**src/rtl/ecdh_point_serializer.sv**
```systemverilog
// ecdh_point_serializer
// ---------------------
// Captures the (Qx, Qy) result point of the ECDH scalar-multiplication core
// on the rising edge of its valid and streams it out as BW_OUT-bit words on a
// valid/ready interface: Qx most-significant word first through Qx LSW, then
// Qy MSW through Qy LSW. A result that arrives while a frame is still draining
// is dropped and recorded in the sticky overrun flag.
//
// Optional feature: define SERIALIZER_HDR_EN to prepend one header beat
// {8'h04, zeros, 8'(2*WORDS)} (SEC1 uncompressed tag plus payload length).
//
// Ports:
//   clk       - clock
//   rst       - synchronous active-high reset
//   in_valid  - result valid from scalar core (level, edge-detected)
//   Qx, Qy    - result coordinates, BW_GF bits each
//   in_ready  - high while idle, a new point will be captured
//   out_data  - current output word
//   out_valid - out_data is valid
//   out_ready - consumer accepts the word
//   out_last  - final payload beat of a point
//   busy      - high in any state other than idle
//   overrun   - sticky, a result arrived while not idle
module ecdh_point_serializer #(
  parameter int BW_GF  = 256,
  parameter int BW_OUT = 32,
  parameter int WORDS  = BW_GF / BW_OUT
) (
  input  logic              clk,
  input  logic              rst,
  input  logic              in_valid,
  input  logic [BW_GF-1:0]  Qx,
  input  logic [BW_GF-1:0]  Qy,
  output logic              in_ready,
  output logic [BW_OUT-1:0] out_data,
  output logic              out_valid,
  input  logic              out_ready,
  output logic              out_last,
  output logic              busy,
  output logic              overrun
);

  localparam int SR_W = 2 * BW_GF;
`ifdef SERIALIZER_HDR_EN
  localparam int FRAME = 2 * WORDS + 1;
  localparam logic [BW_OUT-1:0] HDR_WORD =
    {8'h04, {(BW_OUT-16){1'b0}}, 8'(2 * WORDS)};
`else
  localparam int FRAME = 2 * WORDS;
`endif
  localparam int CW = $clog2(2 * WORDS + 1);
  localparam logic [CW-1:0] LAST_IDX    = CW'(FRAME - 1);
  localparam logic [CW-1:0] PRELAST_IDX = CW'(FRAME - 2);
  localparam logic [CW-1:0] CNT_ONE     = CW'(1);

`ifdef SERIALIZER_HDR_EN
  typedef enum logic [1:0] {IDLE = 2'd0, HDR = 2'd1, SEND = 2'd2} state_t;
`else
  typedef enum logic [1:0] {IDLE = 2'd0, SEND = 2'd2} state_t;
`endif

  state_t             state_r, state_s;
  logic [CW-1:0]      cnt_r, cnt_s;
  logic [SR_W-1:0]    shreg_r, shreg_s;
  logic               in_valid_d_r;
  logic [BW_OUT-1:0]  out_data_r, out_data_s;
  logic               out_valid_r, out_valid_s;
  logic               out_last_r, out_last_s;
  logic               busy_r, busy_s;
  logic               in_ready_r, in_ready_s;
  logic               overrun_r, overrun_s;
  logic               capture_s;

  // Rising edge of the core's valid: a held level yields a single capture.
  assign capture_s = in_valid & ~in_valid_d_r;

  // Next-state and next-output logic; outputs are computed one cycle ahead
  // so that every port is driven straight from a flop.
  always_comb begin
    state_s     = state_r;
    cnt_s       = cnt_r;
    shreg_s     = shreg_r;
    out_data_s  = out_data_r;
    out_valid_s = out_valid_r;
    out_last_s  = out_last_r;
    busy_s      = busy_r;
    in_ready_s  = in_ready_r;
    // Any capture outside idle (including the final-beat cycle) is dropped.
    overrun_s   = overrun_r | (capture_s & (state_r != IDLE));

    case (state_r)
      IDLE: begin
        if (capture_s) begin
          shreg_s     = {Qx, Qy};
          cnt_s       = {CW{1'b0}};
          out_valid_s = 1'b1;
          out_last_s  = 1'b0;
          busy_s      = 1'b1;
          in_ready_s  = 1'b0;
`ifdef SERIALIZER_HDR_EN
          state_s     = HDR;
          out_data_s  = HDR_WORD;
`else
          state_s     = SEND;
          out_data_s  = Qx[BW_GF-1 -: BW_OUT];
`endif
        end else begin
          state_s = IDLE;
        end
      end
`ifdef SERIALIZER_HDR_EN
      HDR: begin
        // Header beat counts toward the frame but does not consume payload.
        if (out_ready) begin
          state_s    = SEND;
          cnt_s      = cnt_r + CNT_ONE;
          out_data_s = shreg_r[SR_W-1 -: BW_OUT];
          out_last_s = (cnt_r == PRELAST_IDX);
        end else begin
          state_s = HDR;
        end
      end
`endif
      SEND: begin
        if (out_ready) begin
          if (cnt_r == LAST_IDX) begin
            state_s     = IDLE;
            cnt_s       = {CW{1'b0}};
            shreg_s     = {SR_W{1'b0}};
            out_data_s  = {BW_OUT{1'b0}};
            out_valid_s = 1'b0;
            out_last_s  = 1'b0;
            busy_s      = 1'b0;
            in_ready_s  = 1'b1;
          end else begin
            cnt_s      = cnt_r + CNT_ONE;
            shreg_s    = {shreg_r[SR_W-BW_OUT-1:0], {BW_OUT{1'b0}}};
            // Word that becomes the top of the register after this shift.
            out_data_s = shreg_r[SR_W-BW_OUT-1 -: BW_OUT];
            out_last_s = (cnt_r == PRELAST_IDX);
          end
        end else begin
          state_s = SEND;
        end
      end
      default: begin
        state_s     = IDLE;
        cnt_s       = {CW{1'b0}};
        out_valid_s = 1'b0;
        out_last_s  = 1'b0;
        busy_s      = 1'b0;
        in_ready_s  = 1'b1;
      end
    endcase
  end

  // State, datapath and output registers with synchronous reset.
  always_ff @(posedge clk) begin
    if (rst) begin
      state_r      <= IDLE;
      cnt_r        <= {CW{1'b0}};
      shreg_r      <= {SR_W{1'b0}};
      in_valid_d_r <= 1'b0;
      out_data_r   <= {BW_OUT{1'b0}};
      out_valid_r  <= 1'b0;
      out_last_r   <= 1'b0;
      busy_r       <= 1'b0;
      in_ready_r   <= 1'b1;
      overrun_r    <= 1'b0;
    end else begin
      state_r      <= state_s;
      cnt_r        <= cnt_s;
      shreg_r      <= shreg_s;
      in_valid_d_r <= in_valid;
      out_data_r   <= out_data_s;
      out_valid_r  <= out_valid_s;
      out_last_r   <= out_last_s;
      busy_r       <= busy_s;
      in_ready_r   <= in_ready_s;
      overrun_r    <= overrun_s;
    end
  end

  assign out_data  = out_data_r;
  assign out_valid = out_valid_r;
  assign out_last  = out_last_r;
  assign busy      = busy_r;
  assign in_ready  = in_ready_r;
  assign overrun   = overrun_r;

endmodule

```
**config.mk**
```make
export PLATFORM = sky130hd
export DESIGN_NAME = ecdh_point_serializer
export DESIGN_NICKNAME = d
export VERILOG_FILES = /design/src/rtl/ecdh_point_serializer.sv
export SDC_FILE = /design/constraint.sdc
export NUM_CORES = 1
export LEC_CHECK = 0
export CAP_MARGIN = 0
export CELL_PAD_IN_SITES_DETAIL_PLACEMENT = 1
export CELL_PAD_IN_SITES_GLOBAL_PLACEMENT = 1
export CORE_UTILIZATION = 40
export DETAILED_ROUTE_END_ITERATION = 8
export GPL_TIMING_DRIVEN = 0
export PLACE_DENSITY = 0.85
export RECOVER_POWER = 50
export SLEW_MARGIN = 5
export SYNTH_ARGS = -nofsm -noshare
export SYNTH_HDL_FRONTEND = slang
export SYNTH_SLANG_ARGS = --single-unit
```
**constraint.sdc**
```tcl
create_clock -name clk -period 3.45 [get_ports clk]
set_input_delay 0.69 -clock clk [delete_from_list [all_inputs] [get_ports clk]]
set_output_delay 0.69 -clock clk [all_outputs]
set_load 0.01 [all_outputs]
```
==> reports/metrics.csv <==
stage;metric;value;unit
synth;synthesized area;23420;um2
clock_network;root buffer cell;clkbuf_16;
setup_path;CP arrival;3620;ps
setup_path;Max stage delay on crit path;790;ps
layout;fillers;6949;
clock_network;clk slew on worst S/H paths;60;ps
sta;Min Hold Slack;440.7;ps
place;Final HPWL DP;98220;um
clock_network;CTS Sinks;523;
synth;top post-synthesis cells by count;dfxtp_1 (523), nand3_1 (484), a211oi_1 (481), nor3_1 (481), o21ai_1 (323);
power_and_ir_drop;share of power burned in registers;42.2;%
synth;top post-synthesis cells by area;dfxtp_1 (45%), a211oi_1 (15%), nand3_1 (10%), nor3_1 (10%), o21ai_1 (6.9%);
sta;fin crit period;3116;ps
setup_path;Crit Path Category;in -> reg;
clock_network;CTS tree;yes;
global_route;GRT Residual Overflow;0;
global_route;largest net degree at the start of global routing;16;
floorplanning;die height;244.0;um
clock_network;Setup Fix Bufs, Post-CTS;0;
route;Avg WL per Cell;28.28;um
sta;f_max;321.0;MHz
synth;Ys Warns;0;
clock_network;Clock Latency Late Sink;630;ps
setup_path;R2R setup slack;580;ps
clock_network;cts hold-fix bufs;0;
floorplanning;core area;57810;um2
clock_network;post-CTS sizing;0;
setup_path;worst reg-to-reg path cell count;7;
run;MaxCap Viol Count;0;
setup_path;CP required;3950;ps
synth;number of flops mapped to enable cells by yosys;0;
place;pre-CTS WS;95.29;ps
sta;# setup viols final;0;
power_and_ir_drop;Pwr per Cell Area;531.3;nW/um2
route;total number of vias;26970;
sta;Max-slew headroom;27.51;%
sta;RSZ-0062 raised after global routing;false;
layout;layout cell share with drive strength beyond 1;5.056;%
synth;Cell variety after synth;32;
route;Antenna Violating Nets Remaining;0;
global_route;first-pass GRT wire length;177500;um
synth;syn_area_per_cell;8.075;um2
power_and_ir_drop;Clk pwr share;38.5;%
power_and_ir_drop;Switching Fraction;29.81;%
setup_path;CP max FO;10;
outcome;outcome;completed;
synth;most frequent cell after synthesis;dfxtp_1;
setup_path;most frequent CP cell;clkbuf_1;
sta;actual slew at the worst max-slew pin;1087;ps
power_and_ir_drop;P_leak;10.58;nW
sta;Slew Viols, Final;0;
setup_path;launching point of the worst reg2reg path;cnt_r[0];
sta;setup TNS;0;ps
power_and_ir_drop;Max VDD drop;0.0004143;V
setup_path;Critical Path End;shreg_r[219];
clock_network;clock buffer count from CTS;58;
synth;Synth Register Bits;523;
setup_path;slowest CP cell;clkbuf_1;
synth;area share of the largest cell type after synthesis;44.70;%
setup_path;CP endpoint kind;flop;
power_and_ir_drop;total power draw;16.94;mW
synth;Seq/Total Area, Yosys;44.70;%
power_and_ir_drop;Internal;11.89;mW
route;DRC violations left;0;
route;initial DRC count;2142;
layout;Finished Core Util;55.16;%
setup_path;Setup crit start kind;input pin;
layout;NumNets Final;4030;
layout;Area Growth Syn to Fin;36.13;%
clock_network;H-tree levels;2;
floorplanning;die width;244.0;um
synth;post-synthesis async set-or-reset flop share;0;%
min_path;Hold WC Path Type;reg -> reg;
sta;final hold viol count;0;
clock_network;Max clock buf depth;3;
place;GP Congestion;0.9864;
sta;Final Cycle Share;90.31;%
global_route;vias in the first global route;27750;
setup_path;Setup crit start;in_valid;
floorplanning;Initial Util;40.52;%
synth;Mapped Nets;3419;
floorplanning;I/O pin count;553;
route;DR pass1 iterations;5;
power_and_ir_drop;Psw;5.049;mW
route;number of vias per cell;6.220;
setup_path;Cell Chain, Critical Path;dlygate4sd3_1, or3b_1, clkbuf_1, clkbuf_1, buf_2, o21ai_1, a211oi_1;
synth;largest area contributor in the netlist;dfxtp_1;
route;Total Wirelength;122600;um
global_route;initial antenna violation count;24;
sta;Worst Skew;14.49;ps
setup_path;reg2reg end;shreg_r[353];
global_route;GRT Total Usage;39.78;%
synth;Post-Synthesis Cells;2901;
sta;post-route setup slack;334.5;ps
floorplanning;area of the die;59530;um2
place;IO Port Bufs;551;
power_and_ir_drop;combinational share of power;19.3;%
synth;most common flop cell mapped by yosys;dfxtp_1;
floorplanning;Rows;88;
## flip-flops by register name, summed over array words and instances, names as in the netlist
name          count
shreg_r         480
out_data         32
cnt_r             5
busy              1
in_ready          1
in_valid_d_r      1
out_last          1
overrun           1
state_r           1
## area by class of cell
class	instances	area, um2	area share [%]
tap	765	957.2	3.002
clock buffer	86	1757	5.509
multi-input combinational	1991	11360	35.63
buffer	385	1558	4.885
timing repair buffer	551	5515	17.30
sequential	523	10470	32.83
antenna	11	27.53	0.08632
clock inverter	22	234.0	0.7337
inverter	2	7.507	0.02354
## worst max-delay path: cells and delay by family
| family | cells | cell delay [ps] |
|---|---|---|
| AOI/OAI and AO/OA | 2 | 450 |
| and+or+nand+nor | 1 | 240 |
| buffers and inverters | 4 | 2210 |
## how the worst min path moves through the flow
stage	slack (ps)	start	depth (start not counted)	to
2_1_floorplan	440	shreg_r[10]	1	shreg_r[10]
3_3_place_gp	430	in_ready	2	in_ready
3_5_place_dp	430	in_ready	2	in_ready
4_1_cts	440	in_ready	2	in_ready
5_1_grt	460	in_ready	2	in_ready
6_report	440	in_ready	2	in_ready
## metal layers
layer	vias to the layer above	track usage (%)	wire, um
li1	12240	-	-
met1	13320	46.66	47880
met2	1083	70.20	60640
met3	297	6.815	7921
met4	26	18.66	6000
met5	-	0	167
## layout by cell type (no fill, tap or decap), drive strengths merged, types with 2 or more instances in the layout
| cell type | count |
|---|---|
| dfxtp | 523 |
| nand2 | 4 |
| buf | 104 |
| o21ai | 480 |
| clkinvlp | 2 |
| inv | 4 |
| ha | 2 |
| nor3 | 482 |
| nor3b | 2 |
| nand3 | 484 |
| clkdlybuf4s50 | 513 |
| clkbuf | 367 |
| diode | 11 |
| dlygate4sd3 | 38 |
| bufinv | 4 |
| nand4 | 3 |
| a31oi | 2 |
| a21o | 2 |
| or3 | 2 |
| clkinv | 14 |
| a21oi | 4 |
| nor2 | 3 |
| a22o | 32 |
| a211oi | 481 |
| and4b | 2 |
## kinds of logic (layout without fill, tap and decap cells)
family | after synthesis | count (layout) | share of synthesized area [%]
compound gates | 1003 | 1003 | 27.17
simple gates | 986 | 986 | 21.24
flops | 523 | 523 | 44.70
buf+inv | 387 | 1046 | 6.789
fa+ha+maj | 2 | 2 | 0.1068
other cells | 0 | 11 | 0
## per-stage QoR
| stage | cell area [um2] | std cells |
|---|---|---|
| 2_1_floorplan | 23430 | 2901 |
| 3_3_place_gp | 29900 | 4217 |
| 3_5_place_dp | 29900 | 4217 |
| 4_1_cts | 31890 | 4325 |
| 5_1_grt | 31870 | 4329 |
| 6_report | 31890 | 4336 |
## power by group through the flow
stage	sequential, mW	clock (mW)	combinational, mW
6_report	7.16	6.52	3.26
5_1_grt	7.19	6.78	3.49
4_1_cts	7.13	6.52	3.25
3_5_place_dp	7.26	0	3.22
3_3_place_gp	7.24	0	3.11
2_1_floorplan	7.07	0	1.73
No activity file was read; power rests on OpenSTA's default activity.
